**src/rtl/store_align_pkg.sv**
```systemverilog
// Shared encodings and lane-mask helper for the store alignment path.
// Purely declarative: no latency, no flow control of its own.
package store_align_pkg;

   localparam logic [1:0] SZ_B = 2'd0;
   localparam logic [1:0] SZ_H = 2'd1;
   localparam logic [1:0] SZ_W = 2'd2;
   localparam logic [1:0] SZ_D = 2'd3;

   typedef enum logic [1:0] {ST_IDLE, ST_LO, ST_HI} state_e;

   // Two-word-wide byte mask; sized for the largest supported bus (64-bit).
   function automatic logic [15:0] lane_mask(input logic [1:0] size,
                                             input logic [2:0] off,
                                             input int         bytes);
      logic [15:0] ones;
      logic [2:0]  o;
      ones = (16'd1 << (4'd1 << size)) - 16'd1;
      o    = off & 3'(bytes - 1);
      return ones << o;
   endfunction

endpackage

```
**src/rtl/store_align_lane_shifter.sv**
```systemverilog
// Combinational byte-lane mask/data formation over a two-word window.
// Zero latency; no handshake, the caller owns flow control.
module lane_shifter
   import store_align_pkg::*;
#(
   parameter int DATA_W = 32,
   localparam int BYTES = DATA_W / 8,
   localparam int OFF_W = $clog2(BYTES)
) (
   input  logic [OFF_W-1:0]    off_i,
   input  logic [DATA_W-1:0]   data_i,
   input  logic [1:0]          size_i,
   output logic [2*BYTES-1:0]  mask_o,
   output logic [2*DATA_W-1:0] wdata_o,
   output logic                split_o,
   output logic                too_wide_o
);

   assign mask_o     = (2*BYTES)'(lane_mask(size_i, 3'(off_i), BYTES));
   assign wdata_o    = {{DATA_W{1'b0}}, data_i} << {off_i, 3'b000};
   assign split_o    = |mask_o[2*BYTES-1:BYTES];
   assign too_wide_o = (32'd1 << size_i) > 32'(BYTES);

endmodule

```
**src/rtl/store_align_unit.sv**
```systemverilog
// Store aligner: request accepted at t is presented as beat0 at t+1; crossing stores take two beats.
// Beats hold stable while mem_ready is low; req_ready drops whenever the current beat cannot retire.
module store_align_unit
   import store_align_pkg::*;
#(
   parameter int DATA_W    = 32,
   parameter int ADDR_W    = 32,
   parameter int SPLIT_EN  = 1,
   parameter int ERR_CNT_W = 8,
   localparam int BYTES    = DATA_W / 8,
   localparam int OFF_W    = $clog2(BYTES)
) (
   input  logic                 clk,
   input  logic                 rst,
   input  logic                 req_valid,
   output logic                 req_ready,
   input  logic [ADDR_W-1:0]    req_addr,
   input  logic [DATA_W-1:0]    req_data,
   input  logic [1:0]           req_size,
   output logic                 mem_valid,
   input  logic                 mem_ready,
   output logic [ADDR_W-1:0]    mem_addr,
   output logic [DATA_W-1:0]    mem_wdata,
   output logic [BYTES-1:0]     mem_wen,
   output logic                 err_pulse,
   output logic [ERR_CNT_W-1:0] err_count
);

   state_e                 state_q;
   logic                   split_q;
   logic [ADDR_W-1:0]      mem_addr_q, hi_addr_q;
   logic [DATA_W-1:0]      mem_wdata_q, hi_wdata_q;
   logic [BYTES-1:0]       mem_wen_q, hi_wen_q;
   logic                   err_pulse_q;
   logic [ERR_CNT_W-1:0]   err_count_q;

   logic [2*BYTES-1:0]     wide_mask;
   logic [2*DATA_W-1:0]    wide_data;
   logic                   split, too_wide, bad, accept, take;
   logic [ADDR_W-1:0]      lo_addr_d, hi_addr_d;

   lane_shifter #(.DATA_W(DATA_W)) u_shift (
      .off_i      (req_addr[OFF_W-1:0]),
      .data_i     (req_data),
      .size_i     (req_size),
      .mask_o     (wide_mask),
      .wdata_o    (wide_data),
      .split_o    (split),
      .too_wide_o (too_wide)
   );

   assign lo_addr_d = {req_addr[ADDR_W-1:OFF_W], {OFF_W{1'b0}}};
   assign hi_addr_d = lo_addr_d + ADDR_W'(BYTES);
   assign bad       = too_wide | (split & (SPLIT_EN == 0));

   assign req_ready = (state_q == ST_IDLE)
                    | ((state_q == ST_LO) & mem_ready & ~split_q)
                    | ((state_q == ST_HI) & mem_ready);
   assign accept    = req_valid & req_ready;
   assign take      = accept & ~bad;

   always_ff @(posedge clk or posedge rst) begin
      if (rst) begin
         state_q     <= ST_IDLE;
         split_q     <= 1'b0;
         mem_addr_q  <= '0;
         mem_wdata_q <= '0;
         mem_wen_q   <= '0;
         hi_addr_q   <= '0;
         hi_wdata_q  <= '0;
         hi_wen_q    <= '0;
         err_pulse_q <= 1'b0;
         err_count_q <= '0;
      end else begin
         err_pulse_q <= accept & bad;
         if (accept & bad & ~&err_count_q)
            err_count_q <= err_count_q + ERR_CNT_W'(1);

         // take implies the current beat (if any) retires this cycle
         if (take) begin
            state_q     <= ST_LO;
            mem_addr_q  <= lo_addr_d;
            mem_wen_q   <= wide_mask[BYTES-1:0];
            mem_wdata_q <= wide_data[DATA_W-1:0];
            hi_addr_q   <= hi_addr_d;
            hi_wen_q    <= wide_mask[2*BYTES-1:BYTES];
            hi_wdata_q  <= wide_data[2*DATA_W-1:DATA_W];
            split_q     <= split;
         end else if (mem_ready) begin
            unique case (state_q)
               ST_LO: begin
                  if (split_q) begin
                     state_q     <= ST_HI;
                     mem_addr_q  <= hi_addr_q;
                     mem_wen_q   <= hi_wen_q;
                     mem_wdata_q <= hi_wdata_q;
                     split_q     <= 1'b0;
                  end else begin
                     state_q <= ST_IDLE;
                  end
               end
               ST_HI:   state_q <= ST_IDLE;
               default: state_q <= ST_IDLE;
            endcase
         end
      end
   end

   assign mem_valid = (state_q != ST_IDLE);
   assign mem_addr  = mem_addr_q;
   assign mem_wdata = mem_wdata_q;
   assign mem_wen   = mem_wen_q;
   assign err_pulse = err_pulse_q;
   assign err_count = err_count_q;

endmodule

```
**config.mk**
```make
export PLATFORM = sky130hd
export DESIGN_NAME = store_align_unit
export DESIGN_NICKNAME = d
export VERILOG_FILES = /design/src/rtl/store_align_pkg.sv /design/src/rtl/store_align_lane_shifter.sv /design/src/rtl/store_align_unit.sv
export SDC_FILE = /design/constraint.sdc
export NUM_CORES = 1
export LEC_CHECK = 0
export ABC_AREA = 1
export CAP_MARGIN = 25
export CORE_UTILIZATION = 45
export DETAILED_ROUTE_END_ITERATION = 16
export HOLD_SLACK_MARGIN = 0.06
export PLACE_DENSITY = 0.74
export RECOVER_POWER = 100
export SLEW_MARGIN = 30
export SYNTH_ARGS = -nofsm -noshare
export SYNTH_HDL_FRONTEND = slang
export SYNTH_SLANG_ARGS = --single-unit
```
**constraint.sdc**
```tcl
create_clock -name clk -period 4.6 [get_ports clk]
set_input_delay 0.92 -clock clk [delete_from_list [all_inputs] [get_ports clk]]
set_output_delay 0.92 -clock clk [all_outputs]
set_load 0.1 [all_outputs]
```
== Word-level counts from Yosys, hierarchy flattened ==
Cells that the tools add are included.
Widths: inputs -> output; s select.
Cells by class
  add/sub/neg operators: 3
  order comparisons: 1
  eq/ne operators: 2
  shifts and indexed selects: 5
  mux-type cells: 19
  bitwise logic cells: 11
  reduce and logical (&&, ||, !) cells: 10
Operator list (count)
  $mux 32: 8
  $shl 32x5->64: 1
  $add 32x3->32 const B: 1
  $gt 32x3->1 const B: 1
  $shl 1x2->32 const A: 1
  $mux 4: 4
  $shl 1x4->16 const A: 1
  $shl 16x2->8: 1
  $sub 16x1->16 const B: 1
  $add 8x1->8 const B: 1
  $mux 2: 4
  $reduce_and 8->1: 1
  $reduce_bool 2->1: 4
  $and 1x1->1: 7
  $reduce_or 4->1: 1
  $shl 1x2->4 const A: 1
  $mux 1: 3
  $reduce_and 3->1: 1
  $eq 2x1->1 const B: 1
  $eq 2x2->1 const B: 1
  $logic_not 2->1: 1
  $not 1->1: 2
  $or 1x1->1: 2
  $reduce_and 2->1: 1
  $logic_not 1->1: 1
Storage, ports and cells
  bits in registers: 148
  bits of input ports: 70
  output and inout port bits: 79
  word-level logic and storage cells: 61

== Longest topological paths before layout ==
  depth in word-level cells: 9
  depth in mapped cells: 11
  depth with buffers taken out: 11

== Modules after synthesis ==
Synthesis repeated with hierarchy kept, for this count alone.
Second synthesis, totals
  cell total of the unflattened synthesis: 1215
  area total of the unflattened synthesis: 8323.0 µm²
By module, submodules not included
  store_align_unit: times used 1, cells each 966, area each 7120.6 µm², sequential area each 3603.5 µm²
  lane_shifter: times used 1, cells each 249, area each 1202.4 µm², sequential area each 0.0 µm²

== Worst setup path after synthesis ==
OpenSTA, ideal clock, no wires.
  kind: reg-to-output
  start: register state_q[1]
  end: output req_ready
  arrival time: 1.989 ns
  required time: 3.680 ns
  slack: 1.691 ns
  stages on the path, launching flop included: 4
  buffers on the path: 0
  path through: dfrtp_1 inv_1 nand2_1 nand2_1
On the way
  word-level cells in the longest chain between the ends: 5
  elaborated cells on any way between the ends: 8
  those cells by class: eq/ne: 2; bitwise: 5; reduce/logical: 1
Ends and longest elaborated chain
  from (decl): RTL line store_align_unit.sv:29  | state_e state_q;
  from (signal assigned): RTL line store_align_unit.sv:64  | state_q <= ST_IDLE;
  from (signal assigned): RTL line store_align_unit.sv:81  | state_q <= ST_LO;
  from (signal assigned): RTL line store_align_unit.sv:93  | state_q <= ST_HI;
  $eq 2x1->1: RTL line store_align_unit.sv:57  | | ((state_q == ST_LO) & mem_ready & ~split_q)
  $and 1x1->1 (2 in series): RTL line store_align_unit.sv:57
  $or 1x1->1: RTL line store_align_unit.sv:57
  $or 1x1->1 *: RTL line store_align_unit.sv:58  | | ((state_q == ST_HI) & mem_ready);
  to (decl): RTL line store_align_unit.sv:16  | output logic req_ready,
Every way passes the cells marked *; elsewhere a longest branch is shown, timed or not.

== Final worst setup path ==
  start: input mem_ready
  end: output req_ready
On the way
  word-level cells in the longest chain between the ends: 4
  elaborated cells on any way between the ends: 5
  those cells by class: bitwise: 5
Ends and longest elaborated chain
  from (decl): RTL line store_align_unit.sv:21  | input logic mem_ready,
  $and 1x1->1 (2 in series): RTL line store_align_unit.sv:57
  $or 1x1->1: RTL line store_align_unit.sv:57
  $or 1x1->1 *: RTL line store_align_unit.sv:58
Marks and branches as above.

==> flow_summary.json <==
{
  "core_mm2": 0.01600,
  "rsz0062_at_grt": "false",
  "tritoncts": "yes",
  "total_power_uw": 7470,
  "setup_viol": 0,
  "dp_slack_ns": 1.318,
  "met3_usage_pct": 4.194,
  "avgSynthCellArea_um2": 7.116,
  "path_clk_slew_ns": 0.06,
  "htree_levels": 4,
  "peakVddDrop_mv": 0.6006,
  "max-slew-margin-rel_pct": -18.10,
  "fin_nets": 1239,
  "hold_violations": 0,
  "worstSetupPathType": "primary input to primary output",
  "viasPerCell": 5.011,
  "die_width_um": 130.6,
  "routed_wl_um": 20260,
  "hold_path_class": "register to register",
  "top_usage_layer": "met2",
  "setup.worst_path.start_class": "primary input",
  "synth_warnings": 0,
  "synthTopCellsByArea": "dfrtp_1 46%, nand2_1 22%, nand3_1 6.1%",
  "gr-total-overflow": 0,
  "fillCellCount": 1534,
  "clock_latency_ns": 0.42,
  "slew_violations": 82,
  "grt_pass1_vias": 6466,
  "path_max_fanout": 6,
  "min_period_ns": 3.447,
  "grt_pass1_wl_um": 32660,
  "dr.pass1.iters": 5,
  "place.gp.congestion": 0.8811,
  "synth_seq_cells": 136,
  "antenna_left": 0,
  "diodes": 0,
  "p_leak_uw": 0.004808,
  "period_share_pct": 74.94,
  "grt_usage_pct": 25.00,
  "start_util_pct": 46.52,
  "cts_resized": 0,
  "cts-root-buf": "clkbuf_16",
  "antenna_found_initial": 0,
  "layout.cells.most_common": "nand2_1",
  "fin_cells": 1395,
  "dp_cells": 1363,
  "yosysTopAreaCell": "dfrtp_1",
  "wl_per_cell_um": 14.52,
  "fin_setup_tns_ns": 0,
  "syn_area_mm2": 0.007443,
  "synth_top_area_share_pct": 45.72,
  "fin_skew_ns": 0.008467,
  "cellPowerDensity_mw_per_mm2": 781.6,
  "worstSetupEndpointType": "primary output",
  "dpl.hpwl_um": 13780,
  "port_buffers": 146,
  "cp.required_ns": 3.68,
  "drive_gt1_share_pct": 3.902,
  "cap_viol_max_count": 1,
  "outcome": "finished with violations",
  "num_vias": 6990,
  "grt_max_degree": 104,
  "cts.sinks": 136,
  "layout_setup_ws_ns": 1.153,
  "ys_types": 32,
  "cts_buffers": 17,
  "drc_errors": 0,
  "grt_use_met2_pct": 37.60,
  "syn_to_final_growth_pct": 28.39,
  "clockBufferDepth": 2,
  "die_h_um": 130.6,
  "synthCells": 1046,
  "dpl-instance-area_mm2": 0.008977,
  "drtIter0Drc": 595,
  "die_area_mm2": 0.01706,
  "final_area_mm2": 0.009557,
  "cts_setup_buffers": 0,
  "violations": "capacitance limit, slew limit",
  "max_freq_mhz": 290.1,
  "hold_buffers": 0,
  "final_cell_mix": "433 x nand2_1, 136 x dfrtp_1, 99 x nor2_1, 91 x nand3_1, 86 x inv_1",
  "worstMarginPinSlew_ns": 1.768,
  "grtUsageMet1_pct": 36.47,
  "yosysSeqAreaShare_pct": 45.72,
  "worst_ep_arrival_time_ns": 2.53,
  "num_rows": 46,
  "pin_count": 149
}
power breakdown:
| group | internal, uW | leakage, uW | total [uW] | switching (uW) |
|---|---|---|---|---|
| registers | 1730 | 0.00172 | 2010 | 287 |
| clock network | 909 | 0.000300 | 1460 | 547 |
| logic | 820 | 0.00279 | 4000 | 3180 |
| total | 3450 | 0.00481 | 7470 | 4020 |
cell type report:
class	instances	area (um2)	area share (%)
Tap cell	216	270.3	2.828
Multi-Input combinational cell	770	3405	35.62
Timing Repair Buffer	152	1514	15.84
Clock buffer	17	425.4	4.451
Clock inverter	15	201.4	2.108
Inverter	89	337.8	3.535
Sequential cell	136	3403	35.61
path summary, 6_finish.rpt:
path                                           startpoint                    endpoint  slack (ns)  cells past startpoint
worst max register to register     state_q[0]$_DFFE_PP0P_      mem_wen[3]$_DFFE_PP0P_        1.84                      7
worst max-delay path                            mem_ready                   req_ready        1.15                      4
max in group asynchronous                             rst  hi_wdata_q[20]$_DFFE_PP0P_        2.13                      3
worst min-delay path            mem_wdata[29]$_DFFE_PP0P_   mem_wdata[29]$_DFFE_PP0P_        0.47                      2
min in group asynchronous                             rst    hi_addr_q[6]$_DFFE_PP0P_        1.49                      2
worst min register to register  mem_wdata[29]$_DFFE_PP0P_   mem_wdata[29]$_DFFE_PP0P_        0.47                      2
logic make-up (layout without fill, tap and decap cells):
| kind of cell | Yosys count | after routing | synth area share, % |
|---|---|---|---|
| other cells | 1 | 2 | 0.05038 |
| compound gates | 101 | 101 | 7.901 |
| fa+ha+maj | 3 | 3 | 0.5043 |
| simple gates | 640 | 640 | 34.61 |
| flops | 136 | 136 | 45.72 |
| xor+xnor | 16 | 16 | 1.883 |
| mux | 8 | 8 | 1.076 |
| buf+inv | 141 | 273 | 8.253 |
layer usage:
metal	up-vias	wire, um
li1	3534	-
met1	3195	9571
met2	238	9031
met3	23	1321
met4	0	335
met5	-	0
registers in the layout, indices dropped and copies added (netlist names):
register and cells:
mem_wen 4, hi_wen_q 4, mem_wdata 32, err_pulse 1, mem_addr 30, err_count 8, state_q 2, hi_addr_q 30
hi_wdata_q 24, split_q 1
worst max-delay path, stage by stage:
cell and delay, ns:
dlygate4sd3_1 0.62, nand2_1 0.07, nand2_1 0.06, clkbuf_1 0.85
through the flow:
| step | utilization [%] | hold WS (ns) |
|---|---|---|
| after floorplan | - | 0.4437 |
| after global placement | 56.12 | 0.4603 |
| after detailed placement | 56.11 | 0.4647 |
| after CTS | 60.02 | 0.4804 |
| after global routing | 59.73 | 0.4859 |
| final | 59.73 | 0.4694 |
synth_stat cells:
master / count
dfrtp_1: 136
o211ai_1: 8
nand3_2: 1
buf_6: 2
conb_1: 1
a21oi_1: 11
mux2i_1: 8
o21bai_2: 1
inv_1: 87
nor3_1: 9
nor2_2: 4
o21a_1: 1
o21ai_0: 55
nor2_4: 1
and2_1: 1
nand3b_1: 2
o21ai_2: 1
inv_2: 2
nand4_1: 1
nand3_1: 90
nand2_1: 431
o31ai_1: 16
xor2_1: 13
nand4_2: 1
clkbuf_1: 14
buf_2: 26
o22ai_1: 8
xnor2_1: 3
buf_4: 10
nor2_1: 97
nand2_2: 2
ha_1: 3
(Power assumes the default switching activity.)
